<file path="config.mk">
export PLATFORM = sky130hd
export DESIGN_NAME = free_list
export DESIGN_NICKNAME = d
export VERILOG_FILES = /design/src/rtl/core_pkg.sv /design/src/rtl/free_list.sv
export SDC_FILE = /design/constraint.sdc
export NUM_CORES = 2
export LEC_CHECK = 0
export ABC_AREA = 0
export CORE_MARGIN = 2
export CORE_UTILIZATION = 63
export DETAILED_ROUTE_END_ITERATION = 10
export PLACE_DENSITY = 0.87
export SYNTH_ARGS = -nofsm -noshare
export SYNTH_HDL_FRONTEND = slang
export SYNTH_SLANG_ARGS = --single-unit
</file>
<file path="constraint.sdc">
create_clock -name clk -period 41.1 [get_ports clk]
set_input_delay 8.22 -clock clk [delete_from_list [all_inputs] [get_ports clk]]
set_output_delay 8.22 -clock clk [all_outputs]
set_load 0.1 [all_outputs]
</file>
<file path="src/rtl/core_pkg.sv">
// Shared core parameters and types used by rename, rob and the free list.
package core_pkg;

    localparam int PREG_WIDTH = 7;
    localparam int ROB_WIDTH  = 4;
    localparam int ARCH_REGS  = 32;

    typedef logic [PREG_WIDTH-1:0] preg_t;

    // Number of pregs available for renaming once the architectural map is reserved.
    function automatic int num_free_pregs(input int preg_width, input int arch_regs);
        return (1 << preg_width) - arch_regs;
    endfunction

endpackage

</file>
<file path="src/rtl/free_list.sv">
// Physical register free list: circular buffer with per-ROB-tag read-pointer checkpoints.
// Allocation is visible combinationally at the head; releases appear the following cycle.
module free_list
    import core_pkg::*;
#(
    parameter int PREG_WIDTH = core_pkg::PREG_WIDTH,
    parameter int ROB_WIDTH  = core_pkg::ROB_WIDTH,
    parameter int ARCH_REGS  = core_pkg::ARCH_REGS
) (
    input  logic                  clk,
    input  logic                  reset,
    input  logic                  i_alloc,
    output logic [PREG_WIDTH-1:0] o_alloc_preg,
    output logic                  o_empty,
    output logic [PREG_WIDTH:0]   o_free_count,
    input  logic                  i_checkpoint_valid,
    input  logic [ROB_WIDTH-1:0]  i_checkpoint_tag,
    input  logic                  i_release_valid,
    input  logic [PREG_WIDTH-1:0] i_release_preg,
    input  logic                  i_branch_mispredict,
    input  logic [ROB_WIDTH-1:0]  i_mispredict_rob_tag
);

    localparam int DEPTH    = 1 << PREG_WIDTH;
    localparam int NUM_TAGS = 1 << ROB_WIDTH;
    localparam int PTR_W    = PREG_WIDTH + 1;
    localparam int FREE     = num_free_pregs(PREG_WIDTH, ARCH_REGS);

    typedef logic [PREG_WIDTH-1:0] idx_t;
    typedef logic [PTR_W-1:0]      ptr_t;

    idx_t fl_q   [DEPTH];
    idx_t fl_d   [DEPTH];
    ptr_t ckpt_q [NUM_TAGS];
    ptr_t ckpt_d [NUM_TAGS];
    ptr_t rd_ptr_q, rd_ptr_d;
    ptr_t wr_ptr_q, wr_ptr_d;

    ptr_t count;
    ptr_t rd_after_pop;
    logic pop;
    logic push;

    always_comb begin
        count        = wr_ptr_q - rd_ptr_q;
        pop          = i_alloc && (count != '0) && !i_branch_mispredict;
        push         = i_release_valid && (i_release_preg != '0);
        rd_after_pop = rd_ptr_q + ptr_t'(pop);

        rd_ptr_d = i_branch_mispredict ? ckpt_q[i_mispredict_rob_tag] : rd_after_pop;
        wr_ptr_d = wr_ptr_q + ptr_t'(push);

        fl_d = fl_q;
        if (push) begin
            fl_d[wr_ptr_q[PREG_WIDTH-1:0]] = i_release_preg;
        end

        // The checkpoint captures the pointer past the branch's own allocation.
        ckpt_d = ckpt_q;
        if (i_checkpoint_valid && !i_branch_mispredict) begin
            ckpt_d[i_checkpoint_tag] = rd_after_pop;
        end
    end

    always_ff @(posedge clk or posedge reset) begin
        if (reset) begin
            rd_ptr_q <= '0;
            wr_ptr_q <= ptr_t'(FREE);
            for (int i = 0; i < DEPTH; i++) begin
                fl_q[i] <= (i < FREE) ? idx_t'(ARCH_REGS + i) : '0;
            end
            for (int t = 0; t < NUM_TAGS; t++) begin
                ckpt_q[t] <= '0;
            end
        end else begin
            rd_ptr_q <= rd_ptr_d;
            wr_ptr_q <= wr_ptr_d;
            fl_q     <= fl_d;
            ckpt_q   <= ckpt_d;
        end
    end

    assign o_alloc_preg = fl_q[rd_ptr_q[PREG_WIDTH-1:0]];
    assign o_free_count = count;
    assign o_empty      = (count == '0);

    // More free pregs than exist outside the architectural map means a double release.
    a_no_overflow: assert property (@(posedge clk) disable iff (reset)
        o_free_count <= ptr_t'(FREE));

endmodule

</file>
; ---- After elaboration in Yosys (flattened, before gate mapping)
; Index checks and enable logic that the tools add are counted.
[classes]
add_sub_neg = 3
order_cmp = 6
muxes = 13
bitwise = 4
n_reduce_logical = 10
[ops]
columns = operator, n
row1 = $bwmux W896, 1
row2 = $bwmux W128, 1
row3 = $bmux W7 S7, 1
row4 = $demux W7 S7, 1
row5 = $bmux W8 S4, 1
row6 = $demux W8 S4, 1
row7 = $mux W8, 4
row8 = $mux W7, 3
row9 = $add A8 B1 Y8, 2
row10 = $ge A8 B8 Y1 const B, 2
row11 = $not A7 Y8, 2
row12 = $ge A5 B5 Y1 const B, 2
row13 = $not A4 Y5, 2
row14 = $logic_not A8 Y1, 1
row15 = $lt A8 B1 Y1 const B, 1
row16 = $reduce_bool A8 Y1, 1
row17 = $sub A8 B8 Y8, 1
row18 = $reduce_bool A7 Y1, 1
row19 = $logic_and A1 B1 Y1, 6
row20 = $lt A5 B1 Y1 const B, 1
row21 = $logic_not A1 Y1, 1
[word_totals]
reg_bits = 1040
input_bits = 21
output_inout_bits = 16
elab_cells = 182

; ---- Depth between registers and ports, before layout
[logic_depth]
ltp_word = 6
mapped_depth = 16
mapped_depth_nobuf = 14

; ---- Worst setup path after synthesis
; No wires, ideal clock.
[synth_path]
path_kind = reg2out
startpoint = register rd_ptr_q[2]
endpoint = output port o_empty
arrival_time_ps = 5852
required_ps = 32880
slack_ps = 27028
path_stages_with_launch = 10
path_buffers = 2
path_cell_list = dfrtp_1 -> inv_2 -> buf_2 -> buf_1 -> ha_1 -> o21a_1 -> o21ai_0 -> a21oi_1 -> a211oi_1 -> nor3_1
[synth_via]
elab_chain_len = 2
[synth_lines]
columns = element, line_no
row1 = from (decl), free_list.sv:36  ; ptr_t rd_ptr_q, rd_ptr_d;
row2 = from (signal assigned), free_list.sv:76  ; rd_ptr_q <= rd_ptr_d;
row3 = $sub A8 B8 Y8, free_list.sv:45  ; count = wr_ptr_q - rd_ptr_q;
row4 = via o_free_count[5], free_list.sv:15  ; output logic [PREG_WIDTH:0] o_free_count,
row5 = $logic_not A8 Y1, free_list.sv:85  ; assign o_empty = (count == '0);
row6 = to (decl), free_list.sv:14  ; output logic o_empty,
; The timed path passes the listed nets, and every way through them passes these cells.

; ---- Worst setup path in the final report
[layout_path]
startpoint = register rd_ptr_q[1]
endpoint = output port o_alloc_preg[6]
[layout_via]
elab_chain_len = 4
[layout_lines]
columns = element, line_no
row1 = $not A7 Y8 (implied by the code), free_list.sv:83  ; assign o_alloc_preg = fl_q[rd_ptr_q[PREG_WIDTH-1:0]];
row2 = $bmux W7 S7, free_list.sv:83
row3 = $mux W7 (implied by the code) (2 in a row), free_list.sv:83
row4 = to (decl), free_list.sv:13  ; output logic [PREG_WIDTH-1:0] o_alloc_preg,
; No other way between the ends. The select of a mux whose other input is x is not followed.

==> summary.txt <==
Synthesis
  – Mapped cell area: 0.0481 mm2
  – Yosys Warn Count: 0
  – Seq/Total Area, Yosys: 55.1%
  – #FFs+latches synth: 1040
  – Syn_area_per_cell: 14.7 um2
  – Synth async-reset ratio: 100%
  – Syn Inst Count: 3275
  – Distinct cells, synth: 53
  – Syn_nets: 3308
  – Post-synth EDFFs: 0
  – Main synth FF type: dfrtp_1

STA
  – Pins Over Slew Limit: 0
  – Tmin final: 14530 ps
  – Final Setup Violations: 0
  – Final Cycle Share: 35.3%
  – Worst Max-Slew Pin Slew: 1260 ps
  – F_max: 68.8 MHz
  – Hold Worst Slack: 479 ps
  – Clock skew: 44.6 ps
  – Setup ws final: 26570 ps
  – Slew margin rel.: 15.4%
  – Setup TNS Final: 0 ps
  – Final hold violations: 0
  – RSZ-0062 raised after global routing: false

Floorplan
  – I/O pins: 37
  – Die Wd: 280 um
  – Core box area: 0.0758 mm2
  – Die Area: 0.0786 mm2
  – DIE HEIGHT: 280 um
  – Row count: 101
  – Initial Util: 63.4%

Routing
  – DR vias/cell: 6.85
  – WL/cell: 28.6 um
  – Initial DRC Count: 2780
  – Post-route ant nets: 0
  – Detailed Routing Iterations Pass 1: 6
  – DRC Markers: 0
  – Routed wire length: 123000 um
  – Total number of vias: 29600

Final layout
  – ANT cells: 0
  – Most common library cell in the layout ignoring fill and taps: mux2_2
  – Most frequent cells in the layout: mux2_2, dfrtp_1, dfstp_2
  – Core Util, Final: 69.7%
  – Layout cell share with drive strength beyond 1: 53.7%
  – Final nets: 3277
  – Layout filler cell count: 4626
  – Area growth syn-to-layout: 9.89%

Global route
  – Tot GR Track Use: 32.1%
  – GR met2 Demand/Resource: 51.1%
  – First-pass GRT wire length: 192000 um
  – Antenna violations before repair: 2
  – Largest net degree at the start of global routing: 195
  – GRT busiest layer: met2
  – Vias in the first global route: 31700
  – Total congestion overflow: 0
  – Met1 GRT Util: 42.6%
  – GR Util met3: 8.04%

Clock network
  – Root Buffer: clkbuf_16
  – Setup Buffers After CTS: 0
  – CTS buffer count: 104
  – H-tree lvl count: 3
  – Post-CTS Hold Buffers: 0
  – Clk_lat worst skew: 690 ps
  – Post_cts resized: 0
  – CTS tree: built
  – Longest Clk Path Bufs: 3
  – Clock sink count: 1040
  – CTS clk-pin slew, worst paths: 60 ps

Worst setup path
  – CP Max Fanout: 48
  – Cell breakdown of the critical path: buf_4 > buf_4 > inv_1 > nand2_1 > o22ai_1 > a211oi_1 > a211oi_1 > o32a_1 > clkdlybuf4s50_1
  – Setup CP Type: reg2out
  – CP Capture Type: output pin
  – Critical Path RT: 32880 ps
  – Buf+Inv Stages, Crit Path: 4
  – Worst EP arrival: 6310 ps
  – Setup crit start kind: flip-flop
  – Critical Path Slowest Stage Cell: clkdlybuf4s50_1
  – Largest delay share family, worst path: buffers and inverters
  – Worst path max stage delay: 1010 ps

Power and ir drop
  – Static leakage: 23.1 nW
  – Design Power: 0.00329 W
  – Max VDD drop: 0.194 mV
  – Cell Pwr Density: 62.3 mW/mm2

Placement
  – IO Port Bufs: 36
  – Post-DP HPWL: 76700 um
  – Placement Setup Slack: 27500 ps
  – Gpl congestion: 0.872

Min path
  – Min-delay worst type: reg2reg

Status
  – Outcome: completed

Run
  – Max cap viols: 0
[cells by family after synthesis]
kind of cell | Yosys count | share of synthesized area (%)
xor+xnor | 15 | 0.273
simple gates | 397 | 3.71
fa+ha+maj | 12 | 0.328
flops | 1040 | 55.1
compound gates | 308 | 4.20
mux | 1261 | 34.2
buf+inv | 242 | 2.26
[registers in the layout, summed over array words and instances (netlist names)]
register,count
ckpt_q,128
fl_q,896
rd_ptr_q,8
wr_ptr_q,8
[synthesized netlist by cell type (all sizes together) (7+ instances only)]
cell type | number | area, um2
a211oi | 34 | 255
a21oi | 73 | 365
a221oi | 7 | 61.3
a22o | 19 | 166
a22oi | 43 | 323
buf | 67 | 432
clkbuf | 162 | 608
dfrtp | 670 | 16800
dfstp | 370 | 9720
ha | 11 | 138
inv | 10 | 37.5
mux2 | 931 | 10500
mux2i | 118 | 1180
mux4 | 212 | 4770
nand2 | 176 | 661
nand2b | 7 | 43.8
nand3 | 20 | 100
nand4 | 7 | 43.8
nor2 | 140 | 626
nor2b | 17 | 106
nor3 | 14 | 70.1
o21ai | 73 | 365
o221ai | 20 | 175
o22ai | 8 | 50.1
o32a | 7 | 70.1
xnor2 | 9 | 78.8
[routing by layer]
metal  up-vias  wire [um]
met5         -         28
li1      12100          -
met2      1474      58800
met3       422      11400
met4         4       5920
met1     15600      47300
[worst min-delay path, stage by stage, from the launching register on]
cell and delay, ps:
dfrtp_1 340, nand2_1 40, o21ai_0 60
[cell type report]
cell class	count	area, um2	area share [%]
clock inverters	41	596	1.13
flip-flops and latches	1040	26500	50.1
repair buffers	92	808	1.53
inverters	13	56.3	0.106
multi-input cells	1993	20600	38.9
clock buffers	155	3100	5.86
well taps	978	1220	2.31
[path summary, 6_finish.rpt]
path / from / to / slack, ps / depth (start not counted)
max in group asynchronous: reset / fl_q[889] / 28780 / 6
min in group asynchronous: reset / ckpt_q[121] / 8090 / 2
min: ckpt_q[106] / ckpt_q[106] / 480 / 2
max reg2reg: rd_ptr_q[1] / ckpt_q[94] / 34460 / 15
max: rd_ptr_q[1] / o_alloc_preg[6] / 26570 / 9
min reg2reg: ckpt_q[106] / ckpt_q[106] / 480 / 2
[per-stage QoR]
step	instances	area, um2
detailed placement	4115	49200
finish	4312	52900
CTS	4311	52900
global placement	4115	49200
global route	4312	52900
floorplan	3275	48100
[power breakdown]
group / total, W / leakage, nW / internal (W) / switching, W
logic: 0.000900 / 8.42 / 0.000373 / 0.000528
registers: 0.00138 / 12.9 / 0.00126 / 0.000125
clock network: 0.00101 / 1.81 / 0.000604 / 0.000407
Power figures use the tool's default switching activity.
